`config.mk`:
```
export PLATFORM = sky130hd
export DESIGN_NAME = pipe_hazard_ctrl
export DESIGN_NICKNAME = d
export VERILOG_FILES = /design/src/rtl/pipe_hazard_ctrl.sv
export SDC_FILE = /design/constraint.sdc
export NUM_CORES = 1
export LEC_CHECK = 0
export ABC_AREA = 1
export CAP_MARGIN = 10
export CORE_ASPECT_RATIO = 1.75
export CORE_MARGIN = 4
export CORE_UTILIZATION = 37
export CTS_CLUSTER_DIAMETER = 100
export DETAILED_ROUTE_END_ITERATION = 12
export GPL_ROUTABILITY_DRIVEN = 0
export PLACE_DENSITY = 0.78
export SLEW_MARGIN = 0
export SYNTH_ARGS = -nofsm -noshare
export SYNTH_HDL_FRONTEND = slang
export SYNTH_SLANG_ARGS = --single-unit
export TNS_END_PERCENT = 30
```
`constraint.sdc`:
```
create_clock -name clk -period 1.3 [get_ports clk]
set_input_delay 0.26 -clock clk [delete_from_list [all_inputs] [get_ports clk]]
set_output_delay 0.26 -clock clk [all_outputs]
set_load 0.005 [all_outputs]
```
`src/rtl/pipe_hazard_ctrl.sv`:
```
// ---------------------------------------------------------------------------
// pipe_hazard_ctrl
//
// Central pipeline controller for the 5-stage MIPS core. Produces one enable
// and one bubble-insert (flush) per pipeline state element for:
//   - load-use interlock (LU_SLOTS stall cycles per hazard)
//   - taken-branch squash of IF2ID / ID2EX
//   - multi-cycle EX operations (mc_cycles-1 stall cycles, the accept cycle
//     included)
//   - interrupt drain of the front end followed by a one-cycle irq_take
//
// Outputs are the combinational decode of the registered state and the
// current-cycle inputs, so a hazard is acted on in the cycle it is seen.
// While rst_n is low all outputs sit at their reset values.
//
// Optional macro PIPE_FWD_EN:
//   defined   - operand forwarding unit present (fwd_a_sel / fwd_b_sel)
//   undefined - selects tied to 2'b00; any EX/MEM destination matching a
//               used ID source stalls ID for one (re-evaluated) cycle.
//
// Ports:
//   clk, rst_n                 clock, asynchronous active-low reset
//   id_rs/id_rt, id_uses_*     ID-stage sources and their valid bits
//   ex_rs/ex_rt/ex_rd          EX-stage sources and destination
//   ex_regwrite, ex_memread    EX-stage control
//   mem_rd/mem_regwrite        MEM-stage destination and write qualifier
//   wb_rd/wb_regwrite          WB-stage destination and write qualifier
//   ex_branch_taken            branch/jump resolved taken in EX
//   mc_start, mc_cycles        multi-cycle op entering EX and its latency
//   irq                        level interrupt request
//   stage_en, stage_flush      per-stage enable / bubble insert
//   fwd_a_sel, fwd_b_sel       ALU operand source (00 RF, 01 EX2MEM, 10 MEM2WB)
//   irq_take                   one-cycle pulse: load vector, save EPC
//   epc_from_branch            with irq_take: EPC is the branch target
// ---------------------------------------------------------------------------
module pipe_hazard_ctrl #(
  parameter int NSTAGE   = 5,
  parameter int REG_AW   = 5,
  parameter int LU_SLOTS = 1,
  parameter int MC_CW    = 6
) (
  input  logic              clk,
  input  logic              rst_n,
  input  logic [REG_AW-1:0] id_rs,
  input  logic [REG_AW-1:0] id_rt,
  input  logic              id_uses_rs,
  input  logic              id_uses_rt,
  input  logic [REG_AW-1:0] ex_rs,
  input  logic [REG_AW-1:0] ex_rt,
  input  logic [REG_AW-1:0] ex_rd,
  input  logic              ex_regwrite,
  input  logic              ex_memread,
  input  logic [REG_AW-1:0] mem_rd,
  input  logic              mem_regwrite,
  input  logic [REG_AW-1:0] wb_rd,
  input  logic              wb_regwrite,
  input  logic              ex_branch_taken,
  input  logic              mc_start,
  input  logic [MC_CW-1:0]  mc_cycles,
  input  logic              irq,
  output logic [NSTAGE-1:0] stage_en,
  output logic [NSTAGE-1:0] stage_flush,
  output logic [1:0]        fwd_a_sel,
  output logic [1:0]        fwd_b_sel,
  output logic              irq_take,
  output logic              epc_from_branch
);

  localparam int CW_MC = (MC_CW > 3) ? MC_CW : 3;
  localparam int CW_NS = $clog2(NSTAGE);
  localparam int CW    = (CW_MC > CW_NS) ? CW_MC : CW_NS;

  localparam logic [CW-1:0]     CNT_ZERO = {CW{1'b0}};
  localparam logic [CW-1:0]     CNT_ONE  = CW'(1);
  localparam logic [REG_AW-1:0] REG_ZERO = {REG_AW{1'b0}};

  typedef enum logic [2:0] {
    ST_RUN   = 3'd0,
    ST_LU    = 3'd1,
    ST_MC    = 3'd2,
    ST_DRAIN = 3'd3,
    ST_TAKE  = 3'd4
  } state_t;

  state_t        r_state;
  logic [CW-1:0] r_cnt;
  logic          r_epc_br;

  logic          w_lu_haz;
  logic          w_raw_haz;
  logic          w_mc_go;
  logic [CW-1:0] w_mc_load;
  logic          w_unused;

  // True when a non-zero destination rd is read by the ID instruction.
  function automatic logic id_reads(input logic [REG_AW-1:0] rd,
                                    input logic [REG_AW-1:0] rs, input logic use_rs,
                                    input logic [REG_AW-1:0] rt, input logic use_rt);
    return (rd != REG_ZERO) && ((use_rs && (rs == rd)) || (use_rt && (rt == rd)));
  endfunction

  // Forwarding source for one EX operand; EX2MEM beats MEM2WB, r0 never forwards.
  function automatic logic [1:0] fwd_sel(input logic [REG_AW-1:0] src);
    logic [1:0] sel;
    if (mem_regwrite && (mem_rd != REG_ZERO) && (mem_rd == src)) begin
      sel = 2'b01;
    end else if (wb_regwrite && (wb_rd != REG_ZERO) && (wb_rd == src)) begin
      sel = 2'b10;
    end else begin
      sel = 2'b00;
    end
    return sel;
  endfunction

  assign w_lu_haz  = ex_memread && id_reads(ex_rd, id_rs, id_uses_rs, id_rt, id_uses_rt);
  assign w_mc_go   = mc_start && (mc_cycles >= MC_CW'(2));
  // Extra MC_BUSY cycles after the accept cycle; zero means a 2-cycle op
  // is fully covered by the accept-cycle stall.
  assign w_mc_load = CW'(mc_cycles) - CW'(2);

`ifdef PIPE_FWD_EN
  assign w_raw_haz = 1'b0;
  assign w_unused  = ex_regwrite;
`else
  // Without forwarding every in-flight writer of a used source interlocks ID.
  assign w_raw_haz = (ex_regwrite  && id_reads(ex_rd,  id_rs, id_uses_rs, id_rt, id_uses_rt)) ||
                     (mem_regwrite && id_reads(mem_rd, id_rs, id_uses_rs, id_rt, id_uses_rt));
  assign w_unused  = ^{ex_rs, ex_rt, wb_rd, wb_regwrite};
`endif

  // Controller state, shared countdown and sticky branch-during-drain flag.
  always_ff @(posedge clk or negedge rst_n) begin
    if (!rst_n) begin
      r_state  <= ST_RUN;
      r_cnt    <= CNT_ZERO;
      r_epc_br <= 1'b0;
    end else begin
      case (r_state)
        ST_RUN: begin
          if (ex_branch_taken) begin
            r_state <= ST_RUN;
          end else if (w_mc_go) begin
            if (w_mc_load != CNT_ZERO) begin
              r_state <= ST_MC;
              r_cnt   <= w_mc_load;
            end
          end else if (w_lu_haz) begin
            if (LU_SLOTS > 1) begin
              r_state <= ST_LU;
              r_cnt   <= CW'(LU_SLOTS - 1);
            end
          end else if (w_raw_haz) begin
            r_state <= ST_RUN;
          end else if (irq) begin
            r_state <= ST_DRAIN;
            r_cnt   <= CW'(NSTAGE - 3);
          end
        end
        ST_LU, ST_MC: begin
          // The counter holds the stall cycles left including this one.
          if (r_cnt <= CNT_ONE) begin
            r_state <= ST_RUN;
            r_cnt   <= CNT_ZERO;
          end else begin
            r_cnt <= r_cnt - CNT_ONE;
          end
        end
        ST_DRAIN: begin
          if (ex_branch_taken) begin
            r_epc_br <= 1'b1;
          end
          if (r_cnt <= CNT_ONE) begin
            r_state <= ST_TAKE;
            r_cnt   <= CNT_ZERO;
          end else begin
            r_cnt <= r_cnt - CNT_ONE;
          end
        end
        ST_TAKE: begin
          r_state  <= ST_RUN;
          r_epc_br <= 1'b0;
        end
        default: begin
          r_state  <= ST_RUN;
          r_cnt    <= CNT_ZERO;
          r_epc_br <= 1'b0;
        end
      endcase
    end
  end

  // Enable/flush/irq decode from the current state and this cycle's inputs.
  always_comb begin
    stage_en        = {NSTAGE{1'b1}};
    stage_flush     = {NSTAGE{1'b0}};
    irq_take        = 1'b0;
    epc_from_branch = 1'b0;
    if (!rst_n) begin
      stage_en = {NSTAGE{1'b1}};
    end else begin
      case (r_state)
        ST_RUN: begin
          if (ex_branch_taken) begin
            stage_flush[1] = 1'b1;
            stage_flush[2] = 1'b1;
          end else if (w_mc_go) begin
            stage_en[2:0]  = 3'b000;
            stage_flush[3] = 1'b1;
          end else if (w_lu_haz || w_raw_haz) begin
            stage_en[1:0]  = 2'b00;
            stage_flush[2] = 1'b1;
          end else if (irq) begin
            stage_flush[1] = 1'b1;
          end else begin
            stage_flush = {NSTAGE{1'b0}};
          end
        end
        ST_LU: begin
          stage_en[1:0]  = 2'b00;
          stage_flush[2] = 1'b1;
        end
        ST_MC: begin
          stage_en[2:0]  = 3'b000;
          stage_flush[3] = 1'b1;
        end
        ST_DRAIN: begin
          stage_flush[1] = 1'b1;
          if (ex_branch_taken) begin
            stage_flush[2] = 1'b1;
          end else begin
            stage_flush[2] = 1'b0;
          end
        end
        ST_TAKE: begin
          irq_take        = 1'b1;
          epc_from_branch = r_epc_br;
          stage_flush[1]  = 1'b1;
          stage_flush[2]  = 1'b1;
        end
        default: begin
          stage_en = {NSTAGE{1'b1}};
        end
      endcase
    end
  end

  // Operand forwarding selects.
  always_comb begin
    fwd_a_sel = 2'b00;
    fwd_b_sel = 2'b00;
`ifdef PIPE_FWD_EN
    if (rst_n) begin
      fwd_a_sel = fwd_sel(ex_rs);
      fwd_b_sel = fwd_sel(ex_rt);
    end else begin
      fwd_a_sel = 2'b00;
      fwd_b_sel = 2'b00;
    end
`endif
  end

endmodule

```
# Yosys cells after proc, flatten, opt, wreduce, memory -nomap -nowiden
# Cells that the tools add are included.
# Widths: inputs -> output; s select.
dict set report totals {
  regBits 10
  output_inout_bits 16
  wordCells 99
}
dict set report classes {
  addsub 2
  order_cmp 2
  n_eq_ne 19
  n_mux 45
  bitwise_logic 2
  n_reduce_logical 26
}
# op count
set ops {}
lappend ops {{$mux 6} 7}
lappend ops {{$mux 3} 11}
lappend ops {{$eq 5x5->1} 4}
lappend ops {{$pmux 6 s3} 1}
lappend ops {{$mux 1} 14}
lappend ops {{$ne 3x3->1 const B} 4}
lappend ops {{$logic_and 1x1->1} 10}
lappend ops {{$reduce_bool 5->1} 2}
lappend ops {{$pmux 3 s3} 1}
lappend ops {{$mux 2} 4}
lappend ops {{$ne 4x4->1 const B} 2}
lappend ops {{$pmux 1 s2} 4}
lappend ops {{$eq 3x2->1 const B} 2}
lappend ops {{$ge 6x2->1 const B} 1}
lappend ops {{$le 6x1->1 const B} 1}
lappend ops {{$ne 2x2->1 const B} 3}
lappend ops {{$reduce_and 6->1} 1}
lappend ops {{$reduce_bool 6->1} 1}
lappend ops {{$reduce_or 2->1} 3}
lappend ops {{$reduce_or 3->1} 2}
lappend ops {{$sub 6x1->6 const B} 1}
lappend ops {{$sub 6x2->6 const B} 1}
lappend ops {{$mux 5} 1}
lappend ops {{$ne 5x5->1 const B} 1}
lappend ops {{other kinds (10)} 14}

# Depth between registers and ports, before layout
# Gate-level depths: netlist of run 1.
dict set report logic_depth {
  depth_word 12
  ltp_mapped 13
  mapped_depth_nobuf 13
}

# Worst setup path after synthesis of run 1
# Ideal clock, no wire load.
dict set report synth_path {
  path_type {reg2out}
  startpoint {reg r_state[0]}
  endpoint {out stage_en[1]}
  t_arrival_ns 1.207
  t_required_ns 1.040
  slack_ns -0.167
  stages_incl_launch_ff 9
  n_path_buf 1
  cell_sequence {dfrtp_1 nor2_2 nand2_2 inv_2 nand2_2 inv_1 nand2_1 nand4_1 buf_4}
}
dict set report synth_via {
  elab_chain_len 4
}
# item line
set synth_rtl {}
lappend synth_rtl {{start, declared} 85} ;# state_t r_state;
lappend synth_rtl {{start signal, assigned} 134} ;# r_state <= ST_RUN;
lappend synth_rtl {{start signal, assigned} 141} ;# r_state <= ST_RUN;
lappend synth_rtl {{start signal, assigned} 144} ;# r_state <= ST_MC;
lappend synth_rtl {{$eq 3x1->1 or $eq 3x2->1 (tied branches)} 201} ;# case (r_state)
lappend synth_rtl {{$reduce_or 2->1 (no line)} --}
lappend synth_rtl {{$pmux 2 s2 *} 201}
lappend synth_rtl {{$mux 3 *} 198} ;# if (!rst_n) begin
lappend synth_rtl {{end, declared} 61} ;# output logic [NSTAGE-1:0] stage_en,
# Every way passes the cells marked *; elsewhere a longest branch is shown, timed or not.

# Final worst setup path of run 1
dict set report layout_path {
  startpoint {reg r_state[1]}
  endpoint {out stage_en[2]}
}
dict set report layout_via {
  elab_chain_len 3
}
# item line
set layout_rtl {}
lappend layout_rtl {{$eq 3x2->1 or $logic_not 3->1 (tied branches)} 201}
lappend layout_rtl {{$pmux 1 s2 *} 201}
lappend layout_rtl {{$mux 3 *} 198}
# Marks and branches as above.

==> results of run 1 <==
[layer usage]
layer,global-route usage [%],wire length (um),vias up
li1,-,-,945
met1,16.8,1500,830
met2,43.0,2780,59
met3,1.65,203,13
met4,10.9,168,0
met5,0,0,-
[worst max-delay path, delay by kind of cell, from the launching register on]
kind                   cells  cell delay (ns)
DFF                        1             0.38
AOI/OAI and AO/OA          1             0.14
buffers and inverters      5             0.41
and+or+nand+nor            4             0.32
[layout by cell type, fill, tap and decap left out, types with 3 or more instances in the layout]
master / netlist / routed
o21ai_1: 1 / 8
xnor2_1: 4 / 4
nand2_1: 73 / 63
dfrtp_1: 10 / 9
nand2_2: 5 / 10
nand4_1: 9 / 9
clkbuf_8: 0 / 4
nand3_1: 13 / 11
o21ai_0: 13 / 5
nor3_1: 5 / 4
buf_4: 9 / 51
inv_2: 5 / 18
nor2_2: 2 / 4
dlygate4sd2_1: 0 / 4
nand2_4: 2 / 7
buf_2: 1 / 14
o22ai_1: 4 / 4
nor2_4: 2 / 4
nand3_2: 4 / 6
inv_1: 35 / 17
nor2_1: 31 / 27
clkbuf_2: 0 / 5
buf_6: 0 / 11
xor2_1: 3 / 3
clkdlybuf4s50_1: 0 / 7
conb_1: 2 / 8
inv_4: 0 / 5
[power by group]
part / total [mW] / internal (mW) / switching [mW]
registers: 0.518 / 0.441 / 0.0766
logic: 2.47 / 1.20 / 1.27
clock network: 0.401 / 0.267 / 0.134
[what timing repair did]
| item | CTS | global route |
|---|---|---|
| hold buffers | 0 | 0 |
| endpoints found under the setup margin | 17 | 17 |
| buffers inserted | 7 | 4 |
| gates resized for setup | 150 | 41 |
| pin swaps | 36 | 31 |
[cell type report]
cell class / instances / area, sq um / share of cell area [%]
clock buffers: 4 / 55.1 / 2.35
inverters: 40 / 163 / 6.93
multi-input cells: 191 / 1080 / 45.8
flip-flops and latches: 10 / 251 / 10.7
well taps: 46 / 57.6 / 2.45
repair buffers: 95 / 744 / 31.7
[cell families (layout without fill, tap and decap cells)]
kind of cell	after synthesis	count (layout)	synth area share [%]
XOR/XNOR	7	7	4.35
adder cells (fa/ha/maj)	3	3	2.66
buffers and inverters	50	139	15.8
flip-flops	10	10	17.8
AO/OA/AOI/OAI	25	25	9.86
AND/OR/NAND/NOR	148	148	49.0
other	2	8	0.533
[final timing paths]
check                                start           to  slack (ns)  cells after the start
min in group clk                  r_epc_br     r_epc_br        0.54                      2
worst max-delay path            r_state[1]  stage_en[2]       -0.45                     10
worst min-delay path                 rst_n   r_state[1]        0.48                      3
worst max register to register  r_state[1]   r_state[1]       -0.41                     14
worst min register to register    r_epc_br     r_epc_br        0.54                      2
max in group asynchronous            rst_n   r_state[2]        0.67                      3
[sequential cells by signal, indices dropped and copies added (netlist names)]
register	flops
r_state	3
r_cnt	6
r_epc_br	1
[metrics by stage]
step	total power, mW	cell area (sq um)	hold slack (ns)
finish	3.39	2350	0.476
global route	3.70	2350	0.493
CTS	3.25	2290	0.494
detailed placement	2.78	2200	0.532
global placement	2.74	2200	0.515
floorplan	1.82	1460	-0.0356
==> impl_metrics.csv, run 1 <==
group,metric,value,unit
pwr,vdd_drop_max,0.859,mV
die,start_util,38.4,%
timing,fin_ws,-0.452,ns
run,drv_cap,0,
layout,drive_gt1_share,43.8,%
worst_setup_path,slowest_delay,0.38,ns
logic_synthesis,synthArstFlopShare,100,%
grt,overflow,0,
clock_tree,clkTransAtPathRegs,0.05,ns
grt,antenna_found_initial,0,
layout,nets,396,
grt,track_usage,20.5,%
routing,ant_nets,0,
routing,first_pass_iters,4,
placement,place_ws,-1.31,ns
outcome,outcome,"finished, violations left",
worst_setup_path,crit_chain,"nor2_2, buf_6, nand2_4, inv_4, nand2_4, nor2_1, inv_1, a21oi_2, inv_1, buf_2",
logic_synthesis,ys_ff_latch,10,
logic_synthesis,yosysWarningCount,0,
outcome,violations,"negative setup slack",
routing,drt_wl_total,4650,um
worst_setup_path,cp.required,1.04,ns
worst_setup_path,worstSetupStartpointType,"flop",
timing,setup_tns,-6.38,ns
grt,grt_pass1_vias,1904,
worst_setup_path,cp_max_fo,3,
die,dieArea,4900,sq um
logic_synthesis,synth_ff_type,"dfrtp_1",
timing,hold_violations,0,
routing,avgViaCountPerCell,4.78,
clock_tree,cts_tree,"yes",
grt,grt_max_degree,11,
pwr,power_leakage,1.31,nW
grt,grt_pass1_wl,7460,um
clock_tree,clockRootBuffer,"clkbuf_8",
worst_setup_path,crit_type,"flop to output port",
clock_tree,clock_latency,0.24,ns
placement,port-buffer-count,43,
placement,post-dp-hpwl,3660,um
layout,final_util,64.0,%
timing,rsz0062_at_grt,"yes",
logic_synthesis,synth_cells,245,
die,placement_rows,29,
timing,period_needed,1.75,ns
layout,n_antenna_cell,0,
worst_setup_path,arrival,1.49,ns
timing,setup_violations,17,
worst_setup_path,cp_slowest_cell,"dfrtp_1",
die,io_pins,68,
logic_synthesis,yosysMostFrequentCell,"nand2_1",
clock_tree,h-tree-depth,1,
die,die_h,89.6,um
worst_hold_path,hp-class,"primary input to async pin",
timing,max_freq,571,MHz
logic_synthesis,synth_area_leaders,"nand2_1 19%, dfrtp_1 18%, inv_1 9.3%",
logic_synthesis,yosys-top-cells-count,"73 x nand2_1, 35 x inv_1, 31 x nor2_1",
logic_synthesis,synth_cell_types,28,
logic_synthesis,synth_area,1410,sq um
worst_setup_path,crit_path_end_kind,"output port",
pwr,p_per_area,1440,nW/um^2
logic_synthesis,synth_edf_count,0,
logic_synthesis,avgSynthCellArea,5.75,sq um
routing,avgRoutedWirePerCell,12.0,um
layout,synthToLayoutAreaGrowth,66.6,%
routing,drc,0,
clock_tree,cts_buffer_depth,2,
timing,drv_slew,0,
layout,nFillCells,334,
placement,dp_cells,373,
logic_synthesis,synth_area_leader_cell,"nand2_1",
routing,vias,1847,
die,die_w,54.6,um
die,core,3660,sq um
layout,instances_no_fill,386,
logic_synthesis,synth_top_area_share,19.4,%
clock_tree,numCtsBuffers,3,
timing,period_share,135,%
clock_tree,cts.sinks,10,
routing,drtIter0Drc,48,
logic_synthesis,yosysSeqAreaShare,17.8,%
timing,clock-skew-final,0.00421,ns
Power figures use the tool's default switching activity.
==> run 2: changes to the inputs <==
Settings changed: CORE_ASPECT_RATIO 1.75 to default, CTS_CLUSTER_DIAMETER 100 to default.
==> run 2 against run 1 <==
Effect of this change:
- the run still ends with negative setup slack left
- routed wire length increased by 4.4%
- critical path depth unchanged
- register-to-register slack gained 0.10 ns
- fmax shrank 0.62%
- cell area rose by 8.5%
- via count grew 3.7%
- hold slack lost 0.030 ns
- largest power group unchanged
- global-route usage down 1.6 points
- core utilization rose by 5.5 points
- clock skew fell by 0.0033 ns
==> impl_metrics.csv, run 2 (synthesis gave the netlist of run 1 again) <==
group,metric,value,unit
outcome,outcome,"finished, violations left",
outcome,violations,"negative setup slack",
grt,grt_max_degree,11,
timing,drv_slew,0,
layout,top_register,"r_cnt",
clock_tree,cts.sinks,10,
worst_setup_path,ff2ff_path_depth,12,
pwr,fin_total_pwr,3.50,mW
clock_tree,cts_buffer_depth,2,
clock_tree,cts_tree,"yes",
layout,drive_gt1_share,51.2,%
layout,nets,401,
routing,avgViaCountPerCell,4.89,
die,die_w,69.7,um
timing,max_freq,567,MHz
placement,place_area,2180,sq um
layout,nFillCells,288,
pwr,power_leakage,1.35,nW
pwr,p_per_area,1380,nW/um^2
worst_setup_path,cp_max_fo,3,
worst_setup_path,timing.rr.start,"r_state[1]",
worst_hold_path,hp-class,"primary input to async pin",
clock_tree,clock_latency,0.23,ns
layout,n_antenna_cell,0,
layout,final_util,69.5,%
die,io_pins,68,
clock_tree,h-tree-depth,1,
worst_setup_path,crit_type,"flop to output port",
layout,top_regs,"r_cnt x6, r_state x3, r_epc_br x1",
layout,final_cell_mix,"54 x nand2_1, 50 x buf_4, 23 x nor2_1, 21 x nand2_2, 17 x inv_1",
run,drv_cap,0,
layout,largest_reg_flops,6,
worst_setup_path,cp_slowest_cell,"dfrtp_1",
layout,final_common_cell,"nand2_1",
worst_setup_path,crit_path_end_kind,"output port",
timing,hold_violations,0,
worst_setup_path,slowest_delay,0.39,ns
worst_setup_path,worstSetupStartpointType,"flop",
pwr,p_sw,1.57,mW
clock_tree,clkTransAtPathRegs,0.04,ns
timing,rsz0062_at_grt,"yes",
timing,clock-skew-final,0.000864,ns
timing,period_share,136,%
grt,grt_pass1_wl,7620,um
die,placement_rows,22,
routing,ant_nets,0,
placement,post-dp-hpwl,3460,um
routing,drtIter0Drc,68,
worst_setup_path,arrival,1.50,ns
routing,avgRoutedWirePerCell,12.4,um
pwr,combPwrFrac,76.0,%
pwr,clkPwrFrac,8.9,%
die,dieArea,4860,sq um
routing,drt_wl_total,4850,um
worst_setup_path,regToRegEndpoint,"r_state[0]",
timing,holdWs,0.446,ns
grt,antenna_found_initial,0,
worst_setup_path,reg2reg_setup_slack,-0.31,ns
grt,track_usage,18.9,%
worst_setup_path,crit_chain,"nor2_2, buf_4, nand2_4, inv_4, nand2_2, nor2_2, inv_1, a21oi_2, inv_1, buf_2",
placement,port-buffer-count,43,
routing,first_pass_iters,5,
routing,vias,1916,
clock_tree,numCtsBuffers,3,
pwr,internal_power,1.93,mW
pwr,pwr-share-seq,15.1,%
pwr,vdd_drop_max,0.491,mV
die,die_h,69.7,um
timing,setup_violations,17,
timing,fin_ws,-0.463,ns
worst_setup_path,cp.required,1.04,ns
grt,grt_pass1_vias,1838,
die,start_util,38.5,%
die,core,3660,sq um
layout,final_area,2550,sq um
layout,synthToLayoutAreaGrowth,80.7,%
pwr,switching_share,44.8,%
grt,overflow,0,
routing,drc,0,
timing,period_needed,1.76,ns
clock_tree,clockRootBuffer,"clkbuf_8",
## run 2: changes by cell type in the layout (fill, tap and decap cells not counted), sizes merged
| cell | delta |
|---|---|
| clkdlybuf4s50 | +1 |
| dlymetal6s2s | -1 |
| clkbuf | -4 |
| buf | +9 |
| dlygate4sd2 | -1 |
## run 2: final cells by class
cell class,count,area (sq um),area share [%]
repair buffers,100,838,32.9
clock buffers,3,41.3,1.62
inverters,40,168,6.58
flip-flops and latches,10,250,9.83
multi-input cells,191,1190,46.7
well taps,48,60.1,2.36
## run 2: power by group through the flow
stage	Combinational [mW]	Sequential, mW	Clock [mW]
3_3_place_gp	2.22	0.523	0
2_1_floorplan	1.28	0.544	0
6_report	2.66	0.529	0.310
4_1_cts	2.45	0.526	0.320
5_1_grt	2.91	0.544	0.332
3_5_place_dp	2.26	0.532	0
## run 2: per-layer routing
| metal | global-route usage [%] | up-vias | wire length [um] |
|---|---|---|---|
| met3 | 2.03 | 19 | 191 |
| met5 | 0 | - | 0 |
| met2 | 38.2 | 64 | 2620 |
| met4 | 9.57 | 0 | 177 |
| li1 | - | 957 | - |
| met1 | 18.4 | 876 | 1870 |
## run 2: how the worst max path moves through the flow
stage	startpoint	endpoint	slack, ns	cells past startpoint
2_1_floorplan	mem_rd[3]	stage_en[1]	-0.12	11
3_3_place_gp	id_rt[2]	stage_flush[1]	-1.20	12
3_5_place_dp	mem_rd[2]	stage_flush[1]	-1.21	12
4_1_cts	r_state[0]	stage_en[2]	-0.45	10
5_1_grt	r_state[1]	stage_en[2]	-0.55	10
6_report	r_state[1]	stage_en[2]	-0.46	10
## run 2: critical path: cells and delay by family (launching register included)
| family | cells | cell delay [ns] |
|---|---|---|
| buffers and inverters | 5 | 0.41 |
| flip-flops | 1 | 0.39 |
| AND/OR/NAND/NOR | 4 | 0.31 |
| AO/OA/AOI/OAI | 1 | 0.15 |
## run 2: metrics by stage
step                      setup WS [ns]  TNS (ns)  std cells
final                            -0.463     -5.06        392
after CTS                        -0.454     -5.41        393
after global placement            -1.20    -13.64        372
after detailed placement          -1.21    -14.07        372
after floorplan                  -0.121    -0.513        251
after global routing             -0.554     -6.28        392
## run 2: what timing repair did
| item | CTS | global route |
|---|---|---|
| resized for setup | 179 | 58 |
| pin swaps | 37 | 43 |
| endpoints found under the hold margin | 0 | 0 |
| setup buffers | 19 | 3 |
| endpoints found under the setup margin | 17 | 17 |
| hold buffers | 0 | 0 |
==> run 3: changes to the inputs <==
Settings changed: CORE_UTILIZATION 37 to 38, CTS_BUF_LIST from default to sky130_fd_sc_hd__clkbuf_4, PLACE_DENSITY 0.78 to 0.8.
==> run 3 against run 2 <==
Effect of this change:
- cell count down 2.6%
- clock skew grew 0.0020 ns
- combinational power decreased by 6%
- the flow still finishes with violations (negative setup slack)
- non-clock buffer count down 8
- largest power group unchanged
- highest routed layer unchanged
==> impl_metrics.csv, run 3 (synthesis gave the netlist of run 1 again) <==
group,metric,value,unit
outcome,outcome,"finished, violations left",
outcome,violations,"negative setup slack",
grt,overflow,0,
layout,top_register,"r_cnt",
worst_setup_path,arrival,1.49,ns
routing,drtIter0Drc,84,
timing,rsz0062_at_grt,"yes",
timing,clock-skew-final,0.00285,ns
pwr,fin_total_pwr,3.22,mW
layout,n_antenna_cell,0,
die,core,3470,sq um
timing,max_freq,571,MHz
layout,largest_reg_flops,6,
timing,fin_ws,-0.453,ns
layout,multi_input_area,1050,sq um
die,io_pins,68,
pwr,p_per_area,1450,nW/um^2
placement,port-buffer-count,43,
pwr,power_leakage,1.26,nW
routing,top_layer_used,"met4",
timing,drv_slew,0,
clock_tree,clock_latency,0.27,ns
grt,grt_pass1_wl,6890,um
timing,hold_violations,0,
layout,drive_gt1_share,41.4,%
grt,grt_max_degree,12,
placement,post-dp-hpwl,3320,um
layout,final_common_cell,"nand2_1",
layout,nets,393,
layout,final_util,64.2,%
layout,final_cell_mix,"67 x nand2_1, 49 x buf_4, 25 x nor2_1, 19 x inv_2, 19 x buf_2",
worst_setup_path,cp_max_fo,4,
routing,first_pass_iters,4,
layout,synthToLayoutAreaGrowth,58.1,%
placement,place_area,2150,sq um
timing,setup_violations,17,
clock_tree,h-tree-depth,1,
layout,instances_no_fill,382,
timing,period_share,135,%
routing,wl_met2,2200,um
run,drv_cap,0,
die,placement_rows,21,
routing,avgRoutedWirePerCell,10.8,um
routing,vias,1803,
routing,drt_wl_total,4130,um
routing,ant_nets,0,
grt,grt_pass1_vias,1709,
routing,wl_met3,158,um
die,start_util,40.6,%
timing,period_needed,1.75,ns
clock_tree,cts_tree,"yes",
clock_tree,cts_buffer_depth,2,
layout,nFillCells,326,
clock_tree,clockRootBuffer,"clkbuf_4",
timing,holdWs,0.323,ns
routing,wl_met1,1650,um
layout,top_regs,"r_cnt x6, r_state x3, r_epc_br x1",
worst_setup_path,worstSetupStartpointType,"flop",
worst_setup_path,cp.required,1.04,ns
pwr,vdd_drop_max,0.412,mV
clock_tree,numCtsBuffers,3,
clock_tree,holdBufCountCts,0,
worst_setup_path,crit_type,"flop to output port",
placement,dp_cells,367,
grt,track_usage,18.8,%
die,die_w,68.9,um
grt,antenna_found_initial,0,
clock_tree,cts.sinks,10,
routing,avgViaCountPerCell,4.72,
die,dieArea,4750,sq um
routing,drc,0,
layout,seqCellArea,250,sq um
die,die_h,68.9,um
clock_tree,clkTransAtPathRegs,0.06,ns
worst_hold_path,hp-class,"primary input to async pin",
worst_setup_path,crit_path_end_kind,"output port",
layout,final_area,2230,sq um
run 3: changes by cell type in the layout (fill, tap and decap cells not counted), sizes merged:
cell           change
buf               -13
clkbuf             +2
clkdlybuf4s15      +3
run 3: path summary, 6_finish.rpt:
check,endpoint,from,depth (start not counted),slack [ns]
worst min register to register,r_epc_br,r_epc_br,2,0.56
max in group asynchronous,r_cnt[2],rst_n,2,0.83
worst max register to register,r_cnt[2],r_state[2],12,-0.34
worst max-delay path,stage_flush[2],r_state[1],11,-0.45
worst min-delay path,r_state[1],rst_n,2,0.32
min in group clk,r_epc_br,r_epc_br,2,0.56
run 3: where the power goes:
part	leakage [nW]	total [mW]	switching, mW	internal (mW)
sequential	0.129	0.515	0.0749	0.440
combinational	1.11	2.49	1.27	1.22
clock	0.0138	0.212	0.105	0.107
total	1.26	3.22	1.45	1.77
run 3: routing by layer:
| layer | up-vias | global-route usage [%] |
|---|---|---|
| li1 | 943 | - |
| met1 | 797 | 20.3 |
| met2 | 52 | 36.2 |
| met3 | 11 | 1.13 |
| met4 | 0 | 9.49 |
| met5 | - | 0 |
run 3: timing repair:
item,CTS,global route
pin swaps,32,15
endpoints found under the setup margin,17,17
setup buffers,12,0
resized for setup,158,10
run 3: layout make-up:
| class | instances | area share [%] |
|---|---|---|
| flip-flops and latches | 10 | 11.2 |
| repair buffers | 92 | 30.8 |
| well taps | 46 | 2.58 |
| inverters | 40 | 7.08 |
| multi-input cells | 191 | 47.3 |
| clock buffers | 3 | 1.01 |
run 3: critical path: stages, from the launching register on:
cell	delay [ns]
dfrtp_1	0.38
nor2_2	0.14
nand2_2	0.08
inv_2	0.08
buf_6	0.10
nand2_4	0.05
inv_4	0.08
nand2_4	0.05
nand3b_1	0.08
nand2_1	0.05
inv_1	0.05
buf_2	0.10
run 3: through the flow:
| step | TNS [ns] | setup slack (ns) |
|---|---|---|
| floorplan | -0.513 | -0.121 |
| global placement | -13.75 | -1.19 |
| detailed placement | -14.13 | -1.22 |
| CTS | -5.66 | -0.465 |
| global route | -7.66 | -0.563 |
| finish | -5.82 | -0.453 |
==> patch 1: new RTL, config.mk and constraints of run 1 <==
Build with the macro `PIPE_FWD_EN` defined.
--- a/src/rtl/pipe_hazard_ctrl.sv
+++ b/src/rtl/pipe_hazard_ctrl.sv
@@ -34,4 +34,6 @@
 //   epc_from_branch            with irq_take: EPC is the branch target
 // ---------------------------------------------------------------------------
+`define PIPE_FWD_EN
+
 module pipe_hazard_ctrl #(
   parameter int NSTAGE   = 5,
Formal check against the unedited RTL: not equivalent (Yosys sat finds a counterexample within 4 cycles, from zero or initial values and one cycle with rst_n low).
==> patch 1 against run 1 <==
  * The flow still finishes with violations (negative setup slack)
  * Worst setup slack got worse by 130 ps
  * Global-route usage increased by 0.60 points
  * Wire length increased by 15%
  * Sequential cell count unchanged
  * Fmax decreased by 6.7%
  * Worst hold slack got worse by 320 ps
  * Cell count increased by 8.0%
  * Count of clock-buffer cells in the layout unchanged
  * Die area increased by 3.7%
  * Synthesized cell count increased by 2.4%
  * Design area increased by 16%
  * Power decreased by 5.9%
  * Area after synthesis increased by 4.2%
  * Highest routed layer unchanged
==> patch 1: results (changes against run 1) <==
status complete, but fails checks (unchanged); failing checks negative setup slack (unchanged); met3 Usage GRT 1.71% (was 1.65%); leakage 0.00153 µW (was 0.00131 µW); sequential power share 16.3% (was 15.3%); Reg2Reg Setup Slack -320 ps (was -410 ps); Pwr Total 3190 µW (was 3390 µW); CP arrival 1620 ps (was 1490 ps); clock buffer count 4 (unchanged); multi-input gates 195 (was 191); M1 GR Usage 17.8% (was 16.8%); Clock-cell share 2.02% (was 2.35%); n_diodes 0 (unchanged); Fill cells 315 (was 334); synth top area cells nand2_1 18%, dfrtp_1 17%, inv_1 10% (was nand2_1 19%, dfrtp_1 18%, inv_1 9.3%); share of cells above drive strength 1 36.9% (was 43.8%); Final #Nets 425 (was 396); Peak VDD IR 0.000764 V (was 0.000859 V); final setup vio count 21 (was 17); met3 routed WL 196 µm (was 203 µm); clock group share of total power 12.0% (was 11.8%); R2R depth 12 (was 14); top_reg_cell synth dfrtp_1 (unchanged); worst setup margin -577 ps (was -452 ps); RR Endpoint r_cnt[5] (was r_state[1]); Avg WL per Cell 12.8 µm (was 12.0 µm); Avg Inst Size Synth 5.85 µm² (was 5.75 µm²); Post-synth top cells 71 x nand2_1, 39 x inv_1, 32 x nor2_1, 15 x nand3_1, 12 x xor2_1 (was 73 x nand2_1, 35 x inv_1, 31 x nor2_1, 13 x nand3_1, 13 x o21ai_0); Seq cells 10 (unchanged); internal power 1830 µW (was 1910 µW); M2 GR Usage 45.2% (was 43.0%); Post-Layout Cell Count 417 (was 386); multi-input logic area 0.00120 mm² (was 0.00108 mm²); hold slack 156 ps (was 476 ps); Layout area overhead 86.1% (was 66.6%); DP HPWL 4.07 mm (was 3.66 mm); Seq/total area 9.16% (was 10.7%); met2 WL 3.21 mm (was 2.78 mm); TNS Setup -7790 ps (was -6380 ps); placed cells 404 (was 373); count of non-CTS inverters in the layout 43 (was 40); Critical Path Fanout Max 2 (was 3); Total GRT Usage 21.1% (was 20.5%); Non-clock buffer share 36.6% (was 31.7%); number of global-route vias before repair 2068 (was 1904); Placed Area 0.00248 mm² (was 0.00220 mm²); Metal-1 WL 1.71 mm (was 1.50 mm); drt via density 4.95 (was 4.78); Setup WS pre-CTS -1200 ps (was -1310 ps); core area 0.00387 mm² (was 0.00366 mm²); clock-pin slew on the worst setup and hold paths 50 ps (about the same); distinct cell type count after synthesis 29 (was 28); largest net degree at the start of global routing 9 (was 11); Worst Skew 1.43 ps (was 4.21 ps); I/O Buffers 62 (was 43)
patch 1: worst max path at each step:
stage	startpoint	end	slack (ps)	cells after the start
after global routing	r_state[1]	stage_flush[1]	-630	9
after detailed placement	mem_rd[3]	fwd_b_sel[0]	-1200	7
final	r_state[1]	irq_take	-580	8
after global placement	mem_rd[3]	fwd_b_sel[0]	-1140	7
after floorplan	r_state[1]	stage_en[1]	-200	9
after CTS	r_state[0]	stage_flush[1]	-630	9
patch 1: cell families after synthesis:
logic type | synth area share, %
buffers and inverters | 13.6
AO/OA/AOI/OAI | 9.29
AND/OR/NAND/NOR | 45.1
XOR/XNOR | 11.9
flip-flops | 17.1
adder cells (fa/ha/maj) | 2.56
other | 0.512
patch 1: timing repair:
| action | in CTS | in global routing |
|---|---|---|
| endpoints found under the setup margin | 21 | 21 |
| pin swaps | 35 | 20 |
| gates resized for setup | 134 | 33 |
| hold endpoints to repair | 0 | 0 |
| buffers inserted | 6 | 3 |
==> patch 2: new RTL, config.mk and constraints of run 1 <==
Made on the original files. Add an input register stage for `id_uses_rs`; this delays it by one clock. The other inputs are not delayed to match.
--- a/src/rtl/pipe_hazard_ctrl.sv
+++ b/src/rtl/pipe_hazard_ctrl.sv
@@ -83,4 +83,10 @@
   } state_t;
 
+  logic id_uses_rs_q;
+
+  always_ff @(posedge clk) begin
+    id_uses_rs_q <= id_uses_rs;
+  end
+
   state_t        r_state;
   logic [CW-1:0] r_cnt;
@@ -113,5 +119,5 @@
   endfunction
 
-  assign w_lu_haz  = ex_memread && id_reads(ex_rd, id_rs, id_uses_rs, id_rt, id_uses_rt);
+  assign w_lu_haz  = ex_memread && id_reads(ex_rd, id_rs, id_uses_rs_q, id_rt, id_uses_rt);
   assign w_mc_go   = mc_start && (mc_cycles >= MC_CW'(2));
   // Extra MC_BUSY cycles after the accept cycle; zero means a 2-cycle op
@@ -124,6 +130,6 @@
 `else
   // Without forwarding every in-flight writer of a used source interlocks ID.
-  assign w_raw_haz = (ex_regwrite  && id_reads(ex_rd,  id_rs, id_uses_rs, id_rt, id_uses_rt)) ||
-                     (mem_regwrite && id_reads(mem_rd, id_rs, id_uses_rs, id_rt, id_uses_rt));
+  assign w_raw_haz = (ex_regwrite  && id_reads(ex_rd,  id_rs, id_uses_rs_q, id_rt, id_uses_rt)) ||
+                     (mem_regwrite && id_reads(mem_rd, id_rs, id_uses_rs_q, id_rt, id_uses_rt));
   assign w_unused  = ^{ex_rs, ex_rt, wb_rd, wb_regwrite};
 `endif
Function: changed (a bounded check fails within 4 cycles, from zero or initial values and one cycle with rst_n low).
==> patch 2 against run 1 <==
  * The run still ends with negative setup slack left
  * Sequential power up 5.8%
  * Sequential cell count is 1 higher
  * Area after synthesis is essentially flat
  * Design area up 3.1%
  * Power grew 3.0%
  * Wire length up 11%
  * Non-clock buffer count increased by 12
  * Worst setup slack worse by 140 ps
  * Largest cell class unchanged
==> patch 2: results (changes against run 1) <==
DP HPWL 3.91 mm (was 3.66 mm); Top Family by Delay on Critical Path simple AND/OR/NAND/NOR gates (was buffers and inverters); Total GRT Usage 22.1% (was 20.5%); Clk power 343 µW (was 401 µW); DRT iter0 DRCs 56 (was 48); largest net degree at the start of global routing 8 (was 11); Clock-cell share 1.86% (was 2.35%); leakage 0.00134 µW (was 0.00131 µW); met2 WL 2.89 mm (was 2.78 mm); Post-synth top cells 76 x nand2_1, 44 x inv_1, 30 x nor2_1, 12 x o21ai_0, 11 x nand3_1 (was 73 x nand2_1, 35 x inv_1, 31 x nor2_1, 13 x nand3_1, 13 x o21ai_0); Layout area overhead 72.0% (was 66.6%); failing checks negative setup slack (unchanged); Peak VDD IR 0.00111 V (was 0.000859 V); Seq/Total Area, Yosys 19.2% (was 17.8%); Metal-1 WL 1.63 mm (was 1.50 mm); synth top area cells nand2_1 20%, dfrtp_1 18%, inv_1 12% (was nand2_1 19%, dfrtp_1 18%, inv_1 9.3%); Final #Nets 410 (was 396); fraction of area in multi-input gates 43.6% (was 45.8%); M1 GR Usage 17.1% (was 16.8%); P_seq 548 µW (was 518 µW); number of global-route vias before repair 2072 (was 1904); worst setup margin -591 ps (was -452 ps); multi-input gates 185 (was 191); Non-clock buffer share 32.7% (was 31.7%); Setup WS pre-CTS -1170 ps (was -1310 ps); share of cells above drive strength 1 45.8% (was 43.8%); M2 GR Usage 44.4% (was 43.0%); clock group share of total power 9.8% (was 11.8%); count of non-CTS inverters in the layout 47 (was 40); distinct cell type count after synthesis 27 (was 28); Placed Area 0.00226 mm² (was 0.00220 mm²); final setup vio count 17 (unchanged); TNS Setup -6270 ps (was -6380 ps); Worst Skew 8.11 ps (was 4.21 ps); Fill cells 346 (was 334); synthesized-area fraction occupied by adder cells 2.67% (was 2.66%); Seq cells 11 (was 10); Avg Inst Size Synth 5.72 µm² (was 5.75 µm²); status complete, but fails checks (unchanged); Storage cell area 272 µm² (was 251 µm²); multi-input logic area 0.00106 mm² (was 0.00108 mm²); Non-clock buffers 107 (was 95); Post-Layout Cell Count 400 (was 386); met3 Usage GRT 3.97% (was 1.65%); Synth Area in Compound Gates 13.0% (was 9.86%); XOR/XNOR Fraction of Synth Area 4.36% (was 4.35%); via count 1976 (was 1847)
==> patch 2: cell count changes after synthesis, moves of 2 or more <==
cell and change:
inv_1 +9, nand3_2 -4, inv_2 -3, nand2_1 +3, nand2_4 -2, nand3_1 -2
nor2_4 -2, o21ai_4 +2
==> patch 2: final timing paths <==
| path | start | to | slack [ps] | depth (start not counted) |
|---|---|---|---|---|
| setup reg to reg | id_uses_rs_q | r_state[0] | -320 | 16 |
| hold reg to reg | r_epc_br | r_epc_br | 540 | 2 |
| hold / removal | rst_n | r_state[0] | 430 | 2 |
| min in group clk | id_uses_rs | id_uses_rs_q | 460 | 1 |
| setup / recovery | r_state[0] | stage_flush[1] | -590 | 11 |
| max in group asynchronous | rst_n | r_cnt[1] | 620 | 3 |
==> patch 2: repair_timing <==
| item | in CTS | in global routing |
|---|---|---|
| resized for setup | 121 | 52 |
| hold endpoints to repair | 0 | 0 |
| setup buffers | 16 | 1 |
| setup endpoints to repair | 17 | 17 |
| pin swaps | 28 | 25 |
